`config.mk`:
```
export PLATFORM = sky130hd
export DESIGN_NAME = tft_spi_link_flat
export DESIGN_NICKNAME = d
export VERILOG_FILES = /design/src/rtl/tft_pkg.sv /design/src/rtl/tft_spi_link_if.sv /design/src/rtl/tft_init_rom.sv /design/src/rtl/tft_spi_link.sv /design/src/flat_wrapper.sv
export SDC_FILE = /design/constraint.sdc
export NUM_CORES = 1
export LEC_CHECK = 0
export CAP_MARGIN = 40
export CELL_PAD_IN_SITES_DETAIL_PLACEMENT = 1
export CELL_PAD_IN_SITES_GLOBAL_PLACEMENT = 2
export CORE_ASPECT_RATIO = 1.1
export CORE_MARGIN = 5
export CORE_UTILIZATION = 43
export DETAILED_ROUTE_END_ITERATION = 8
export DONT_BUFFER_PORTS = 1
export GPL_ROUTABILITY_DRIVEN = 0
export HOLD_SLACK_MARGIN = 0.1
export PLACE_DENSITY = 0.95
export RECOVER_POWER = 25
export SKIP_LAST_GASP = 1
export SLEW_MARGIN = 20
export SYNTH_ARGS = -nofsm -noshare
export SYNTH_HDL_FRONTEND = slang
export SYNTH_SLANG_ARGS = --single-unit
```
`constraint.sdc`:
```
create_clock -name clk -period 14.8 [get_ports clk]
set_input_delay 2.96 -clock clk [delete_from_list [all_inputs] [get_ports clk]]
set_output_delay 2.96 -clock clk [all_outputs]
set_load 0.005 [all_outputs]
```
`src/rtl/tft_pkg.sv`:
```
// rtl/tft_pkg.sv - shared constants, FSM encoding and ROM word helper for the TFT link
package tft_pkg;

  typedef enum logic [1:0] {
    CMD   = 2'd0,
    DATA  = 2'd1,
    DELAY = 2'd2,
    END   = 2'd3
  } entry_kind_e;

  localparam logic [7:0] TFT_SWRESET = 8'h01;
  localparam logic [7:0] TFT_SLPOUT  = 8'h11;
  localparam logic [7:0] TFT_COLMOD  = 8'h3A;
  localparam logic [7:0] TFT_MADCTL  = 8'h36;
  localparam logic [7:0] TFT_DISPON  = 8'h29;
  localparam logic [7:0] TFT_CASET   = 8'h2A;
  localparam logic [7:0] TFT_PASET   = 8'h2B;
  localparam logic [7:0] TFT_RAMWR   = 8'h2C;

  typedef enum logic [2:0] {
    RST_LOW,
    RST_WAIT,
    INIT_FETCH,
    INIT_SHIFT,
    INIT_DELAY,
    IDLE,
    SHIFT
  } state_e;

  function automatic logic [9:0] rom_word(input entry_kind_e kind, input logic [7:0] value);
    return {kind, value};
  endfunction

endpackage

```
`src/rtl/tft_spi_link_if.sv`:
```
// rtl/tft_spi_link_if.sv - drawer byte handshake into the TFT SPI link
interface tft_spi_link_if;
  logic       tft_transmit;
  logic       tft_dc;
  logic [7:0] tft_data;
  logic       tft_busy;

  modport master (output tft_transmit, output tft_dc, output tft_data, input tft_busy);
  modport slave  (input tft_transmit, input tft_dc, input tft_data, output tft_busy);
endinterface

```
`src/rtl/tft_init_rom.sv`:
```
// rtl/tft_init_rom.sv - panel power-up command ROM, 18-bit colour configuration
module tft_init_rom
  import tft_pkg::*;
(
  input  logic [3:0] idx_i,
  output logic [9:0] entry_o
);

  always_comb begin
    entry_o = rom_word(END, 8'h00);
    case (idx_i)
      4'd0:    entry_o = rom_word(CMD,   TFT_SWRESET);
      4'd1:    entry_o = rom_word(DELAY, 8'd150);
      4'd2:    entry_o = rom_word(CMD,   TFT_SLPOUT);
      4'd3:    entry_o = rom_word(DELAY, 8'd150);
      4'd4:    entry_o = rom_word(CMD,   TFT_COLMOD);
      4'd5:    entry_o = rom_word(DATA,  8'h66);
      4'd6:    entry_o = rom_word(CMD,   TFT_MADCTL);
      4'd7:    entry_o = rom_word(DATA,  8'h48);
      4'd8:    entry_o = rom_word(CMD,   TFT_DISPON);
      4'd9:    entry_o = rom_word(DELAY, 8'd20);
      default: entry_o = rom_word(END,   8'h00);
    endcase
  end

endmodule

```
`src/rtl/tft_spi_link.sv`:
```
// rtl/tft_spi_link.sv - panel reset/init sequencer and mode-0 MSB-first SPI byte serialiser
module tft_spi_link
  import tft_pkg::*;
#(
  parameter int CLK_DIV    = 2,
  parameter int RST_CYCLES = 500000,
  parameter int DELAY_UNIT = 50000
) (
  input  logic          clk,
  input  logic          rst,
  tft_spi_link_if.slave drw,
  output logic          ready,
  output logic          tft_sck,
  output logic          tft_mosi,
  output logic          tft_cs_n,
  output logic          tft_dc_pin,
  output logic          tft_rst_n
);

  localparam int DLY_MAX = 255 * DELAY_UNIT;
  localparam int CNT_MAX = (RST_CYCLES > DLY_MAX) ? RST_CYCLES : DLY_MAX;
  localparam int CW      = $clog2(CNT_MAX + 1);
  localparam int DW      = (CLK_DIV > 1) ? $clog2(CLK_DIV) : 1;
  localparam logic [CW-1:0] RST_LAST = CW'(RST_CYCLES - 1);
  localparam logic [DW-1:0] DIV_LAST = DW'(CLK_DIV - 1);

  state_e          state_q, state_d;
  logic [CW-1:0]   cnt_q, cnt_d;
  logic [DW-1:0]   div_q, div_d;
  logic [3:0]      half_q, half_d;
  logic [6:0]      sh_q, sh_d;
  logic [3:0]      idx_q, idx_d;
  logic            busy_q, busy_d;
  logic            ready_q, ready_d;
  logic            sck_q, sck_d;
  logic            mosi_q, mosi_d;
  logic            cs_n_q, cs_n_d;
  logic            dc_pin_q, dc_pin_d;
  logic            rst_n_q, rst_n_d;

  logic [9:0]      rom_entry;
  logic [1:0]      rom_kind;
  logic [7:0]      rom_value;
  logic            start;
  logic [7:0]      start_byte;
  logic            start_dc;

  tft_init_rom u_rom (
    .idx_i   (idx_q),
    .entry_o (rom_entry)
  );

  assign rom_kind  = rom_entry[9:8];
  assign rom_value = rom_entry[7:0];

  always_comb begin
    state_d    = state_q;
    cnt_d      = cnt_q;
    div_d      = div_q;
    half_d     = half_q;
    sh_d       = sh_q;
    idx_d      = idx_q;
    busy_d     = busy_q;
    ready_d    = ready_q;
    sck_d      = sck_q;
    mosi_d     = mosi_q;
    cs_n_d     = cs_n_q;
    dc_pin_d   = dc_pin_q;
    rst_n_d    = rst_n_q;
    start      = 1'b0;
    start_byte = 8'h00;
    start_dc   = 1'b0;

    case (state_q)
      RST_LOW: begin
        if (cnt_q == RST_LAST) begin
          cnt_d   = '0;
          rst_n_d = 1'b1;
          state_d = RST_WAIT;
        end else begin
          cnt_d = cnt_q + CW'(1);
        end
      end
      RST_WAIT: begin
        if (cnt_q == RST_LAST) begin
          cnt_d   = '0;
          state_d = INIT_FETCH;
        end else begin
          cnt_d = cnt_q + CW'(1);
        end
      end
      INIT_FETCH: begin
        idx_d = idx_q + 4'd1;
        case (rom_kind)
          CMD, DATA: begin
            start      = 1'b1;
            start_byte = rom_value;
            start_dc   = rom_kind[0];
            state_d    = INIT_SHIFT;
          end
          DELAY: begin
            // A zero delay falls straight through to the next fetch.
            if (rom_value != 8'd0) begin
              cnt_d   = CW'(rom_value) * CW'(DELAY_UNIT) - CW'(1);
              state_d = INIT_DELAY;
            end
          end
          default: begin
            state_d = IDLE;
            ready_d = 1'b1;
            busy_d  = 1'b0;
          end
        endcase
      end
      INIT_DELAY: begin
        if (cnt_q == '0) begin
          state_d = INIT_FETCH;
        end else begin
          cnt_d = cnt_q - CW'(1);
        end
      end
      IDLE: begin
        if (drw.tft_transmit && !busy_q) begin
          start      = 1'b1;
          start_byte = drw.tft_data;
          start_dc   = drw.tft_dc;
          busy_d     = 1'b1;
          state_d    = SHIFT;
        end
      end
      INIT_SHIFT, SHIFT: begin
        // cs_n already high inside a shift state marks the deselected tail cycle.
        if (cs_n_q) begin
          if (state_q == SHIFT) begin
            state_d = IDLE;
            busy_d  = 1'b0;
          end else begin
            state_d = INIT_FETCH;
          end
        end else if (div_q == DIV_LAST) begin
          div_d  = '0;
          half_d = half_q + 4'd1;
          if (!half_q[0]) begin
            sck_d = 1'b1;
          end else begin
            sck_d = 1'b0;
            if (half_q == 4'd15) begin
              cs_n_d = 1'b1;
            end else begin
              mosi_d = sh_q[6];
              sh_d   = {sh_q[5:0], 1'b0};
            end
          end
        end else begin
          div_d = div_q + DW'(1);
        end
      end
      default: state_d = RST_LOW;
    endcase

    if (start) begin
      cs_n_d   = 1'b0;
      sck_d    = 1'b0;
      dc_pin_d = start_dc;
      mosi_d   = start_byte[7];
      sh_d     = start_byte[6:0];
      div_d    = '0;
      half_d   = 4'd0;
    end
  end

  always_ff @(posedge clk or posedge rst) begin
    if (rst) begin
      state_q  <= RST_LOW;
      cnt_q    <= '0;
      div_q    <= '0;
      half_q   <= 4'd0;
      sh_q     <= 7'd0;
      idx_q    <= 4'd0;
      busy_q   <= 1'b1;
      ready_q  <= 1'b0;
      sck_q    <= 1'b0;
      mosi_q   <= 1'b0;
      cs_n_q   <= 1'b1;
      dc_pin_q <= 1'b0;
      rst_n_q  <= 1'b0;
    end else begin
      state_q  <= state_d;
      cnt_q    <= cnt_d;
      div_q    <= div_d;
      half_q   <= half_d;
      sh_q     <= sh_d;
      idx_q    <= idx_d;
      busy_q   <= busy_d;
      ready_q  <= ready_d;
      sck_q    <= sck_d;
      mosi_q   <= mosi_d;
      cs_n_q   <= cs_n_d;
      dc_pin_q <= dc_pin_d;
      rst_n_q  <= rst_n_d;
    end
  end

  assign drw.tft_busy = busy_q;
  assign ready        = ready_q;
  assign tft_sck      = sck_q;
  assign tft_mosi     = mosi_q;
  assign tft_cs_n     = cs_n_q;
  assign tft_dc_pin   = dc_pin_q;
  assign tft_rst_n    = rst_n_q;

endmodule

```
`src/flat_wrapper.sv`:
```
// flat-port wrapper written by rule: the top's interface ports become plain ports
module tft_spi_link_flat import tft_pkg::*;
#(
  parameter int CLK_DIV    = 2,
  parameter int RST_CYCLES = 500000,
  parameter int DELAY_UNIT = 50000
)
  (clk, rst, ready, tft_sck, tft_mosi, tft_cs_n, tft_dc_pin, tft_rst_n, drw_tft_transmit, drw_tft_dc, drw_tft_data, drw_tft_busy);
  tft_spi_link_if drw_i ();
  input  logic clk;
  input  logic rst;
  output logic ready;
  output logic tft_sck;
  output logic tft_mosi;
  output logic tft_cs_n;
  output logic tft_dc_pin;
  output logic tft_rst_n;
  input wire logic [$bits(drw_i.tft_transmit)-1:0] drw_tft_transmit;
  input wire logic [$bits(drw_i.tft_dc)-1:0] drw_tft_dc;
  input wire logic [$bits(drw_i.tft_data)-1:0] drw_tft_data;
  output wire logic [$bits(drw_i.tft_busy)-1:0] drw_tft_busy;
  assign drw_i.tft_transmit = drw_tft_transmit;
  assign drw_i.tft_dc = drw_tft_dc;
  assign drw_i.tft_data = drw_tft_data;
  assign drw_tft_busy = drw_i.tft_busy;
  tft_spi_link #(.CLK_DIV(CLK_DIV), .RST_CYCLES(RST_CYCLES), .DELAY_UNIT(DELAY_UNIT)) u_core (.clk(clk), .rst(rst), .drw(drw_i), .ready(ready), .tft_sck(tft_sck), .tft_mosi(tft_mosi), .tft_cs_n(tft_cs_n), .tft_dc_pin(tft_dc_pin), .tft_rst_n(tft_rst_n));
endmodule
```
# Yosys cells after proc, flatten, opt, wreduce, memory -nomap -nowiden
# Memory sizes are Yosys's and may differ from the RTL's.
# Index checks and enable logic that the tools add are counted.
# word_totals
elab_cells,127
romBits,160
regBits,50
mem_count,1
input_bits,12
output_inout_bits,7
# memory_table
name,depth,width,read_ports,rd_clocked_by_memory_dff,wr,line,rtl
(name not given),16,10,1,0,0,tft_init_rom.sv:11,case (idx_i)
# classes
n_reduce_logical,23
addsub,6
n_eq_ne,23
bitwise_logic,1
mux,59
multipliers,1
# op_table
op,n
two-way mux 24 bit,4
case mux 24 bit (3 select lines),1
subtractor 24 x 1 -> 24 bit (second input constant),2
two-way mux 7 bit,6
two-way mux 1 bit,29
adder 24 x 1 -> 24 bit (second input constant),1
equality test 24 x 19 -> 1 bit (second input constant),1
zero test 24 bit,1
two-way mux 3 bit,7
multiplier 8 x 12 -> 20 bit (second input constant),1
!= test 2 x 1 -> 1 bit (second input constant),9
case mux 3 bit (6 select lines),1
two-way mux 4 bit,4
two-way mux 8 bit,2
case mux 8 bit (2 select lines),1
AND reduction 5 bit,2
equality test 3 bit (second input constant),3
adder 4 x 1 -> 4 bit (second input constant),2
nonzero test 8 bit,1
equality test 3 x 2 -> 1 bit (second input constant),2
!= test 2 bit (second input constant),3
case mux 3 bit (2 select lines),1
AND reduction 2 bit,3
AND reduction 6 bit,1
19 further kinds,25

# Logic depth before layout (Yosys ltp)
# Gate-level depths: netlist of run 1.
# depth
ltp_word,7
depth_mapped,23
ltp_nobuf,22

# Cells and area by module
# From an unflattened synthesis of run 1, not the netlist that was laid out.
# unflattened
cells_unflattened,695
hier_area_um2,5677.9
# modules_own_cells
module,area_per_inst_um2,cells_per_inst,instances
tft_spi_link,5456.5,666,1
tft_init_rom,221.5,29,1

# Least setup slack after synthesis of run 1
# No wires, ideal clock.
# synth_path
kind,register to register
startpoint,register u_core.idx_q[0]
endpoint,register u_core.cnt_q[23]
stages_incl_launch_ff,23
setup_ns,0.123
path_buffers,0
synth_period_minus_slack_ns,5.537
t_arrival_ns,5.414
required_time_ns,14.677
path_slack_ns,9.263
cell_sequence,dfrtp_1 > inv_1 > ha_1 > nand2_1 > o21ai_0 > o21ai_0 > inv_1 > ha_1 > ha_1 > inv_1 > fa_1 > inv_1 > fa_1 > ha_1 > xnor2_2 > nor4b_2 > o2111ai_1 > nor4_4 > nand4_2 > nor4b_4 > a32oi_1 > a211oi_1 > nor2_1
# synth_via
elab_chain_cells,6
# synth_rtl
element,line,rtl
from (decl),tft_spi_link.sv:32,"logic [3:0] idx_q, idx_d;"
from (signal assigned),tft_spi_link.sv:193,idx_q <= idx_d;
memory read (16 x 10 bit) *,n/a,
multiplier 8 x 12 -> 20 bit,tft_spi_link.sv:104,cnt_d = CW'(rom_value) * CW'(DELAY_UNIT) - CW'(1);
subtractor 24 x 1 -> 24 bit,tft_spi_link.sv:104,
two-way mux 24 bit,tft_spi_link.sv:103,if (rom_value != 8'd0) begin
two-way mux 24 bit,tft_spi_link.sv:94,case (rom_kind)
case mux 24 bit (3 select lines),tft_spi_link.sv:74,case (state_q)
to (signal assigned),tft_spi_link.sv:189,cnt_q <= cnt_d;
to (decl),tft_spi_link.sv:28,"logic [CW-1:0] cnt_q, cnt_d;"
# Every way passes the cells marked *; elsewhere a longest branch is shown, timed or not. The select of a mux whose other input is x is not followed.
# A chain may end at the register's enable or synchronous reset.

# Worst setup path in the final report of run 1
# Ends and elaborated chain as after synthesis.

==> results of run 1 <==
-- path summary, 6_finish.rpt --
path                            depth (start not counted)                    startpoint  slack, ns                           end
worst max-delay path                                   22   u_core.idx_q[0]$_DFFE_PP0P_       8.50  u_core.cnt_q[23]$_DFFE_PP0P_
worst min-delay path                                    1  u_core.tft_rst_n$_DFFE_PP0P_       0.49  u_core.tft_rst_n$_DFFE_PP0P_
worst max register to register                         22   u_core.idx_q[0]$_DFFE_PP0P_       8.50  u_core.cnt_q[23]$_DFFE_PP0P_
worst min register to register                          1  u_core.tft_rst_n$_DFFE_PP0P_       0.49  u_core.tft_rst_n$_DFFE_PP0P_
max in group asynchronous                               2                           rst      11.27  u_core.cnt_q[23]$_DFFE_PP0P_
min in group asynchronous                               1                           rst       2.83   u_core.tft_mosi$_DFFE_PP0P_
-- flip-flops by register name (all words and copies together), names as in the netlist --
signal / cells
u_core.sh_q: 7
u_core.tft_mosi: 1
u_core.idx_q: 4
u_core.state_q: 3
u_core.div_q: 1
u_core.tft_rst_n: 1
u_core.ready: 1
u_core.cnt_q: 24
u_core.tft_dc_pin: 1
u_core.drw.tft_busy: 1
u_core.half_q: 4
u_core.tft_cs_n: 1
-- cell usage in the layout, fill, tap and decap left out, types with 4 or more instances in the layout --
| cell | n |
|---|---|
| nor2_1 | 77 |
| nand2_1 | 72 |
| ha_1 | 65 |
| o21ai_0 | 54 |
| dfrtp_1 | 47 |
| a21oi_1 | 46 |
| inv_1 | 44 |
| nand3_1 | 21 |
| xnor2_1 | 21 |
| nor3_1 | 19 |
| xor2_1 | 15 |
| fa_1 | 12 |
| nor4_1 | 10 |
| nand4_1 | 9 |
| a31oi_1 | 9 |
| and3_1 | 7 |
| a211oi_1 | 7 |
| a21o_1 | 7 |
| and2_1 | 6 |
| o22ai_1 | 6 |
| nand2b_1 | 5 |
| or3_1 | 5 |
| nor3b_1 | 5 |
| o221ai_1 | 5 |
| a22oi_1 | 5 |
| a221o_1 | 5 |
| clkbuf_16 | 5 |
| buf_4 | 5 |
| o211ai_1 | 4 |
| a221oi_1 | 4 |
-- cell type report --
cell class	count	share of cell area, %
clock inverter	2	0.278
clock buffer	6	2.37
sequential	49	21.0
inverter	44	2.82
multi-input combinational	574	69.1
tap	157	3.36
timing repair buffer	7	1.07
-- worst register-to-register path, stage by stage (launching register included) --
cell	delay (ns)
dfrtp_1	0.47
inv_1	0.16
ha_1	0.36
nand2_1	0.07
o21ai_0	0.09
o21ai_0	0.45
inv_1	0.18
ha_1	0.34
ha_1	0.28
inv_1	0.05
fa_1	0.49
inv_1	0.06
fa_1	0.47
ha_1	0.39
xnor2_2	0.24
nor4b_2	0.28
o2111ai_1	0.29
nor4_4	0.45
nand4_2	0.21
nor4b_4	0.38
a32oi_1	0.14
a211oi_1	0.23
nor2_1	0.07
-- per-layer routing --
layer / global-route usage (%) / vias up
li1: - / 2502
met1: 29.2 / 2656
met2: 40.2 / 87
met3: 2.04 / 23
met4: 6.27 / 0
met5: 0 / -
-- power breakdown --
part | switching, mW | internal (mW)
clock network | 0.0580 | 0.0681
logic | 0.00305 | 0.000630
registers | 0 | 0.134
-- logic make-up (layout without fill, tap and decap cells) --
logic type | after synthesis | after routing | synth area share (%)
AND/OR/NAND/NOR | 265 | 265 | 24.4
AO/OA/AOI/OAI | 191 | 191 | 22.3
buffers and inverters | 84 | 59 | 6.00
adder cells (fa/ha/maj) | 77 | 77 | 18.8
flip-flops | 49 | 49 | 21.9
XOR/XNOR | 37 | 37 | 5.91
multiplexers | 4 | 4 | 0.736
-- through the flow --
step           total power, mW  instances  instance area (um^2)  util (%)  worst slack [ns]
5_1_grt                  0.272        839                  5850      46.1              7.97
4_1_cts                  0.265        839                  5860      46.1              8.49
3_5_place_dp             0.140        831                  5700      44.9              8.53
3_3_place_gp             0.140        829                  5680      44.7              8.85
6_report                 0.264        839                  5850      46.1              8.50
2_1_floorplan            0.139        707                  5610         -              9.26
==> metrics.md, run 1 <==
| Metric | Value |
|---|---|
| Layout area overhead | 4.30% |
| Vias/cell | 6.28 |
| Setup Crit Path Kind | reg2reg |
| Final setup TNS | 0 ns |
| Commonest cells in the netlist | 77 x nor2_1, 72 x nand2_1, 65 x ha_1 |
| Async S/R FF share, synth | 100% |
| Die W | 119 um |
| Seq cells post-synth | 49 |
| CP bufs+invs | 4 |
| PortBufs | 0 |
| H-tree Lvls | 2 |
| Outcome | finished clean |
| Critical path data required time | 14.99 ns |
| Power Density | 45.0 mW/mm^2 |
| Antenna violations before repair | 0 |
| Post-synth top area cell | dfrtp_1 |
| Post-synthesis sequential area ratio | 21.9% |
| DRC | 0 |
| Post-Syn Area | 0.00561 mm^2 |
| Met2 wire length | 8.20 mm |
| Nets | 770 |
| Fill cells | 1587 |
| VDD IR max | 35.4 uV |
| Largest cells by area after synthesis | dfrtp_1 21%, ha_1 14%, nor2_1 5.2% |
| CP cell instances | inv_1, ha_1, nand2_1, o21ai_0, o21ai_0, inv_1, ha_1, ha_1, inv_1, fa_1, inv_1, fa_1, ha_1, xnor2_2, nor4b_2, o2111ai_1, nor4_4, nand4_2, nor4b_4, a32oi_1, a211oi_1, nor2_1 |
| Synth Net Count | 796 |
| EDFF count, synth | 0 |
| Post-CTS Setup Bufs | 0 |
| DRT Pass-1 Iters | 4 |
| RSZ-0062 raised after global routing | no |
| Clock transition at path regs | 0.08 ns |
| CP Capture Type | register |
| Area of the multi-input gates | 0.00404 mm^2 |
| Max-slew violation count | 0 |
| CTS tree | built |
| Tcrit/Tclk final | 42.6% |
| Vias in the first global route | 5547 |
| Hold Vio Cnt, Final | 0 |
| CP max stage delay | 0.49 ns |
| Cts bufs inserted | 5 |
| IO Count | 19 |
| Count leader, synth | nor2_1 |
| Worst EP arrival | 6.49 ns |
| Per-cell routed wire length | 19.9 um |
| Clock Skews | 0.0103 ns |
| Aggregate global routing overflow | 0 |
| WL final | 16.7 mm |
| CTS Sinks | 49 |
| Largest net degree at the start of global routing | 28 |
| Die Ht | 130 um |
| Dpl hpwl | 12.7 mm |
| Fin Hold WS | 0.495 ns |
| # setup viols final | 0 |
| Wire length on met1 | 7.75 mm |
| Die ar. | 0.0154 mm^2 |
| Slew headroom | 8.67% |
| Share of the synthesized area in the top cell type | 21.0% |
| Average size of a mapped cell | 7.94 um^2 |
| Crit path max-delay cell type | fa_1 |
| Ys flop type | dfrtp_1 |
| Core area | 0.0127 mm^2 |
| First-pass GRT wire length | 28.7 mm |
| Cells after synthesis | 707 |
| Detail Route Antenna Nets | 0 |
| Peak Freq | 159 MHz |
| Cell row count | 43 |
| Crit start category | register |
| Vias | 5268 |
| Worst skew pair latency | 0.31 ns |
| Synth cell types | 82 |
| Ys Warns | 0 |
| CP max FO | 7 |
| Sequential cell area | 0.00123 mm^2 |
| Layout cells sized above 1 | 5.72% |
| Highest routed layer | met4 |
| P_leak | 2.65 nW |
| Met3 wire len | 448 um |
| Clock tree root buffer cell | clkbuf_16 |
| CTS Hold Bufs | 0 |
| Hold Path Class | reg2reg |
| Starting Density | 44.2% |
| Clock Tree Buf Depth | 2 |
| GRT Total Usage | 22.5% |
| Delay-heaviest family, CP | adder cells |
| Final min period | 6.30 ns |
| # diodes | 0 |
| # resized after CTS | 0 |
| Least-Margin Pin Slew | 1.35 ns |
| # Max-Cap Violations | 0 |
| Drt initial violations | 315 |
Power figures use the tool's default switching activity.
==> run 2: changes to the inputs <==
CORE_UTILIZATION = 40   (was 43)
PLACE_DENSITY = 0.9   (was 0.95)
clock period = 6.5 ns   (was 14.8 ns; I/O delays follow)
==> run 2 against run 1 <==
Net effect:
- the run now ends with max-capacitance violations, max-slew violations left
- fmax rose by 5.3%
- design area up 1.3%
- setup slack got worse by 8.0 ns
- first-iteration DRC count is 6.0% higher
- core utilization decreased by 3.1 points
- sequential cell count is the same
- register-to-register slack worse by 8.0 ns
- largest power group is now clock
- global-route usage shrank 1.3 points
==> metrics.md, run 2 (synthesized netlist as in run 1, its figures left out) <==
| Metric | Value |
|---|---|
| Core area | 0.0138 mm^2 (+8.6%) |
| Post-CTS Setup Bufs | 0 (unchanged) |
| Dpl hpwl | 12.8 mm (about the same) |
| CTS Hold Bufs | 0 (unchanged) |
| Hold depth | 1 (unchanged) |
| # setup viols final | 0 (unchanged) |
| VDD IR max | 94.3 uV (+170%) |
| Die Ht | 134 um (+3.4%) |
| DRC | 0 (unchanged) |
| Reg power frac | 48.4% (-2.4 points) |
| Starting Density | 40.7% (-3.5 points) |
| CTS tree | built |
| Sw power | 0.140 mW (+130%) |
| Clock tree root buffer cell | clkbuf_16 |
| Worst skew pair latency | 0.31 ns (about the same) |
| Clock Skews | 0.0135 ns (+0.00317 ns) |
| Largest register FFs | 24 (unchanged) |
| Int Pwr | 0.490 mW (+140%) |
| Outcome | finished with violations |
| Cts bufs inserted | 5 (unchanged) |
| Clock transition at path regs | 0.08 ns (about the same) |
| PnR Total Power | 0.630 mW (+140%) |
| Switching portion of total power | 22.2% (-0.98 points) |
| # diodes | 0 (unchanged) |
| Die W | 123 um (+3.4%) |
| Most frequent cells in the layout | 77 x nor2_1, 72 x nand2_1, 65 x ha_1 |
| Hold Path Class | reg2reg |
| Vias/cell | 6.03 (-4.0%) |
| Worst reg2reg setup slack | 0.51 ns (-7.98 ns) |
| CTS Sinks | 49 (unchanged) |
| Tcrit/Tclk final | 92.1% (+50 points) |
| PortBufs | 0 (unchanged) |
| Final min period | 5.99 ns (-0.316 ns) |
| P_leak | 2.67 nW (+0.94%) |
| Reg-to-reg startpoint | u_core.idx_q[1]$_DFFE_PP0P_ |
| Peak Freq | 167 MHz (+5.3%) |
| Dpl cells | 866 (+4.2%) |
| Largest register by flop count | u_core.cnt_q |
| # Max-Cap Violations | 1 (+1) |
| Largest net degree at the start of global routing | 30 (+7.1%) |
| Layout cells sized above 1 | 6.41% (+0.70 points) |
| Cell row count | 45 (+4.7%) |
| IO Count | 19 (unchanged) |
| Die ar. | 0.0165 mm^2 (+6.9%) |
| Final core occ | 43.0% (-3.1 points) |
| Antenna violations before repair | 0 (unchanged) |
| Post-route non-filler standard cell count | 874 (+4.2%) |
| Vias in the first global route | 5479 (-1.2%) |
| Failing checks | max-capacitance violations, max-slew violations |
| Min-delay src | u_core.tft_rst_n$_DFFE_PP0P_ |
| Min-Delay Endpoint | u_core.tft_rst_n$_DFFE_PP0P_ |
| Worst reg2reg path endpoint | u_core.cnt_q[23]$_DFFE_PP0P_ |
| WL final | 16.5 mm (-1.1%) |
| Most common cell after layout, fill and taps aside | nor2_1 |
| Setup Crit Path Kind | reg2reg |
| CP Capture Type | register |
| FF-to-FF path depth | 22 (unchanged) |
| Drt initial violations | 334 (+6.0%) |
| Slew headroom | -5.30% (-14 points) |
| Crit start category | register |
| Per-cell routed wire length | 18.9 um (-5.0%) |
| H-tree Lvls | 2 (unchanged) |
| Clock Tree Buf Depth | 2 (unchanged) |
| Layout area overhead | 5.71% |
| GRT Total Usage | 21.2% (-1.3 points) |
| CP max FO | 6 (-1) |
| # resized after CTS | 0 (unchanged) |
| RSZ-0062 raised after global routing | no |
| Combinational share of power | 1.1% (-0.3 points) |
| Nets | 774 (+0.52%) |
| Least-Margin Pin Slew | 1.58 ns (+0.229 ns) |
| First-pass GRT wire length | 28.4 mm (-0.79%) |
| Hold Vio Cnt, Final | 0 (unchanged) |
| Fill cells | 1686 (+6.2%) |
| Final setup TNS | 0 ns (unchanged) |
| Power Density | 106 mW/mm^2 (+140%) |
| Clock power frac | 50.5% (+2.7 points) |
| Max-slew violation count | 30 (+30) |
| Critical path data required time | 6.68 ns (-8.31 ns) |
| DRT Pass-1 Iters | 5 (+1) |
| Biggest regs | u_core.cnt_q x24, u_core.sh_q x7 |
| Worst EP arrival | 6.17 ns (-0.32 ns) |
| Aggregate global routing overflow | 0 (unchanged) |
| Detail Route Antenna Nets | 0 (unchanged) |
| Vias | 5270 (+0.038%) |
[run 2: cell count changes in the layout (fill, tap and decap cells not counted)]
cell,delta
buf_12,-1
buf_4,+4
bufinv_16,+1
clkbuf_1,+1
clkbuf_8,-1
clkinv_4,+1
clkinvlp_4,-1
inv_6,-1
inv_8,+1
nor4b_1,-1
nor4b_2,+1
or2_0,-1
or2_2,+1
[run 2: how the worst max path moves through the flow]
stage                                   end                        start  slack (ns)
2_1_floorplan  u_core.cnt_q[23]$_DFFE_PP0P_  u_core.idx_q[0]$_DFFE_PP0P_        0.96
3_3_place_gp   u_core.cnt_q[23]$_DFFE_PP0P_  u_core.idx_q[1]$_DFFE_PP0P_        0.75
3_5_place_dp   u_core.cnt_q[23]$_DFFE_PP0P_  u_core.idx_q[1]$_DFFE_PP0P_        0.46
4_1_cts        u_core.cnt_q[23]$_DFFE_PP0P_  u_core.idx_q[1]$_DFFE_PP0P_        0.44
5_1_grt        u_core.cnt_q[23]$_DFFE_PP0P_  u_core.idx_q[1]$_DFFE_PP0P_        0.01
6_report       u_core.cnt_q[23]$_DFFE_PP0P_  u_core.idx_q[1]$_DFFE_PP0P_        0.51
[run 2: worst max-delay path: stages, from the launching register on]
cell and delay (ns):
dfrtp_1 0.42, inv_1 0.15, ha_1 0.16, inv_1 0.03, o21ai_0 0.20, nand2_1 0.07, a21oi_1 0.49, ha_1 0.36
ha_1 0.29, inv_1 0.05, fa_1 0.49, inv_1 0.05, fa_1 0.47, ha_1 0.39, or2_1 0.27, a21oi_1 0.25
o2111ai_1 0.25, nor4_4 0.42, nand4_2 0.21, nor4b_4 0.38, a32oi_1 0.15, a211oi_1 0.24, nor2_1 0.06
[run 2: per-layer routing]
layer | share of wire [%] | routed length, um | track usage (%) | vias to the layer above
li1 | - | - | - | 2511
met1 | 47 | 7720 | 28.9 | 2624
met2 | 48 | 7950 | 36.0 | 106
met3 | 3.3 | 552 | 2.15 | 29
met4 | 1.9 | 318 | 4.92 | 0
met5 | 0 | 0 | 0 | -
[run 2: power groups by stage]
stage | clock network (mW) | logic (mW) | registers [mW]
after floorplan | 0 | 0.00479 | 0.311
after global placement | 0 | 0.00714 | 0.311
after detailed placement | 0 | 0.00882 | 0.311
after CTS | 0.324 | 0.00892 | 0.305
after global routing | 0.334 | 0.00850 | 0.305
final | 0.318 | 0.00696 | 0.305
[run 2: layout make-up]
type                    count  area [um^2]  share of cell area (%)
repair buffers             11         76.3                    1.29
flip-flops and latches     49         1230                    20.7
inverters                  44          165                    2.78
clock inverters             3         50.0                   0.844
multi-input cells         574         4050                    68.3
clock buffers               5          125                    2.11
well taps                 188          235                    3.97
[run 2: through the flow]
stage,setup WS (ns),area (um^2),hold WS [ns]
after detailed placement,0.460,5770,0.498
after floorplan,0.963,5610,0.451
after global routing,0.0107,5930,0.526
final,0.514,5930,0.500
after global placement,0.753,5750,0.493
after CTS,0.444,5950,0.518
==> run 3: changes to the inputs <==
CORE_MARGIN = 2   (was 5)
CORE_UTILIZATION = 36   (was 40)
PLACE_DENSITY = 0.86   (was 0.9)
clock period = 5.4 ns   (was 6.5 ns; I/O delays follow)
==> run 3 against run 2 <==
Net effect:
- the run still ends with max-capacitance violations, max-slew violations left
- clock skew is 0.0084 ns lower
- critical path type unchanged
- first-iteration DRC count is 20% lower
- hold slack better by 0.0051 ns
- sequential power is 20% higher
- highest routed layer unchanged
==> metrics.md, run 3 (synthesized netlist as in run 1, its figures left out) <==
| Metric | Value |
|---|---|
| Drt initial violations | 268 (-20%) |
| Core area | 0.0152 mm^2 (+10%) |
| CP max FO | 6 (unchanged) |
| Largest register FFs | 24 (unchanged) |
| Largest net degree at the start of global routing | 50 (+67%) |
| Nets | 806 (+4.1%) |
| WL final | 17.5 mm (+6.0%) |
| DRT Pass-1 Iters | 4 (-1) |
| Per-cell routed wire length | 19.2 um (+1.3%) |
| Tcrit/Tclk final | 97.3% (+5.2 points) |
| Sw power | 0.177 mW (+27%) |
| Crit path max-delay cell type | fa_1 |
| Slew headroom | -56.7% (-51 points) |
| Worst skew pair latency | 0.31 ns (about the same) |
| Setup Crit Path Kind | reg2reg |
| Delay-heaviest family, CP | adder cells |
| IO Count | 19 (unchanged) |
| Critical path data required time | 5.59 ns (-1.09 ns) |
| Vias | 5338 (+1.3%) |
| Failing checks | max-capacitance violations, max-slew violations |
| Layout area overhead | 13.7% |
| Max-slew violation count | 50 (+67%) |
| Detail Route Antenna Nets | 0 (unchanged) |
| Worst reg2reg path endpoint | u_core.cnt_q[23]$_DFFE_PP0P_ |
| Most frequent cells in the layout | 76 x nor2_1, 72 x nand2_1, 55 x ha_1 |
| Worst Setup SP | u_core.idx_q[1]$_DFFE_PP0P_ |
| Die ar. | 0.0166 mm^2 (+0.62%) |
| H-tree Lvls | 2 (unchanged) |
| Largest register by flop count | u_core.cnt_q |
| Clock transition at path regs | 0.08 ns (about the same) |
| # setup viols final | 0 (unchanged) |
| Vias in the first global route | 5599 (+2.2%) |
| Most common cell after layout, fill and taps aside | nor2_1 |
| Die Ht | 135 um (+0.54%) |
| GRT Total Usage | 21.8% (+0.62 points) |
| Hold Vio Cnt, Final | 0 (unchanged) |
| DRC | 0 (unchanged) |
| VDD IR max | 118 uV (+25%) |
| Peak Freq | 190 MHz (+14%) |
| CTS Hold Bufs | 0 (unchanged) |
| Hold depth | 1 (unchanged) |
| Aggregate global routing overflow | 0 (unchanged) |
| Dpl cells | 895 (+3.3%) |
| CP cell instances | inv_2, ha_4, nand2_1, o21ai_1, o21ai_1, inv_2, ha_4, ha_4, inv_2, fa_1, inv_1, fa_1, ha_4, a21o_1, a221o_2, and4_4, nor3_4, nand4_2, nor4b_4, a32oi_1, a211oi_1, nor2_1 |
| Reg-to-reg startpoint | u_core.idx_q[1]$_DFFE_PP0P_ |
| Hold Path Class | reg2reg |
| Clock tree root buffer cell | clkbuf_16 |
| Clock Tree Buf Depth | 2 (unchanged) |
| Switching portion of total power | 24.5% (+2.4 points) |
| Crit start category | register |
| CTS tree | built |
| Fill cells | 1820 (+7.9%) |
| Starting Density | 37.0% (-3.7 points) |
| Pre-CTS WS | -0.0741 ns (-0.534 ns) |
| Final setup TNS | 0 ns (unchanged) |
| Reg power frac | 50.7% (+2.3 points) |
| Worst reg2reg setup slack | 0.14 ns (-0.37 ns) |
| Worst EP arrival | 5.45 ns (-0.72 ns) |
| PortBufs | 0 (unchanged) |
| Dpl hpwl | 13.5 mm (+6.1%) |
| Vias/cell | 5.84 (-3.1%) |
| Combinational share of power | 1.1% (about the same) |
| P_leak | 2.83 nW (+5.8%) |
| Post-route non-filler standard cell count | 914 (+4.6%) |
| Biggest regs | u_core.cnt_q x24, u_core.sh_q x7 |
| Antenna violations before repair | 0 (unchanged) |
| Clock Skews | 0.00501 ns (-0.00845 ns) |
| CP max stage delay | 0.53 ns (+0.04 ns) |
| FF-to-FF path depth | 22 (unchanged) |
| Cts bufs inserted | 5 (unchanged) |
| CP bufs+invs | 4 (unchanged) |
| Clock power frac | 48.1% (-2.4 points) |
| CTS Sinks | 49 (unchanged) |
| Power Density | 113 mW/mm^2 (+6.7%) |
| Least-Margin Pin Slew | 2.34 ns (+0.758 ns) |
| # diodes | 0 (unchanged) |
| Final min period | 5.26 ns (-0.730 ns) |
| # Max-Cap Violations | 1 (unchanged) |
| Setup ws final | 0.144 ns (-0.370 ns) |
| Int Pwr | 0.545 mW (+11%) |
| Min-delay src | u_core.tft_rst_n$_DFFE_PP0P_ |
| Outcome | finished with violations |
| Cell row count | 47 (+4.4%) |
| Final core occ | 42.0% (-0.96 points) |
| CP Capture Type | register |
| First-pass GRT wire length | 29.0 mm (+2.1%) |
| Layout cells sized above 1 | 14.6% (+8.2 points) |
| CP dominant cell by count | ha_4 |
| Fin Hold WS | 0.505 ns (+0.00512 ns) |
| Min-Delay Endpoint | u_core.tft_rst_n$_DFFE_PP0P_ |
| Die W | 123 um (about the same) |
[run 3: cell count changes in the layout (fill, tap and decap cells not counted), sizes merged]
cell | previous run | this run
buf | 10 | 43
clkbuf | 6 | 5
clkinvlp | 0 | 1
bufinv | 1 | 0
[run 3: worst max path at each step]
stage                                               to  slack (ns)  cells after the start
after floorplan           u_core.cnt_q[23]$_DFFE_PP0P_       0.001                     22
after global placement    u_core.cnt_q[23]$_DFFE_PP0P_        0.15                     21
after detailed placement  u_core.cnt_q[23]$_DFFE_PP0P_       -0.07                     22
after CTS                 u_core.cnt_q[23]$_DFFE_PP0P_       0.007                     23
after global routing      u_core.cnt_q[23]$_DFFE_PP0P_       -0.08                     23
final                     u_core.cnt_q[23]$_DFFE_PP0P_        0.14                     22
[run 3: worst reg2reg max path: stages, from the launching register on]
cell and delay [ns]:
dfrtp_1 0.40, inv_2 0.13, ha_4 0.22, nand2_1 0.05
o21ai_1 0.06, o21ai_1 0.25, inv_2 0.10, ha_4 0.26
ha_4 0.26, inv_2 0.03, fa_1 0.47, inv_1 0.05
fa_1 0.53, ha_4 0.23, a21o_1 0.20, a221o_2 0.46
and4_4 0.24, nor3_4 0.25, nand4_2 0.17, nor4b_4 0.31
a32oi_1 0.13, a211oi_1 0.24, nor2_1 0.08
[run 3: repair_timing]
action / CTS / global route
pin swaps: 3 / 17
setup buffers: 1 / 10
endpoints found under the setup margin: 3 / 11
hold endpoints to repair: 0 / 0
resized for setup: 4 / 31
[run 3: power by group through the flow]
stage | combinational (mW) | clock [mW] | sequential, mW
after detailed placement | 0.00899 | 0 | 0.374
after CTS | 0.00894 | 0.357 | 0.367
after global placement | 0.00875 | 0 | 0.374
after global routing | 0.00967 | 0.372 | 0.367
after floorplan | 0.00577 | 0 | 0.374
final | 0.00807 | 0.348 | 0.367
[run 3: final cells by class]
type	instances	area, um^2	area share, %
Multi-Input combinational cell	574	4260	66.8
Sequential cell	49	1230	19.3
Timing Repair Buffer	43	324	5.08
Tap cell	196	245	3.85
Inverter	44	166	2.61
Clock buffer	5	125	1.96
Clock inverter	3	28.8	0.451
[run 3: per-layer routing]
layer | vias up | share of wire [%] | track usage (%)
met5 | - | 0 | 0
met4 | 0 | 1.4 | 4.17
met2 | 68 | 50 | 39.1
li1 | 2576 | - | -
met3 | 15 | 2.0 | 1.98
met1 | 2679 | 46 | 28.5
[run 3: stage by stage]
step,power (mW),area (um^2)
floorplan,0.380,5620
global placement,0.383,5930
detailed placement,0.383,5950
CTS,0.733,6120
global route,0.749,6380
finish,0.723,6380
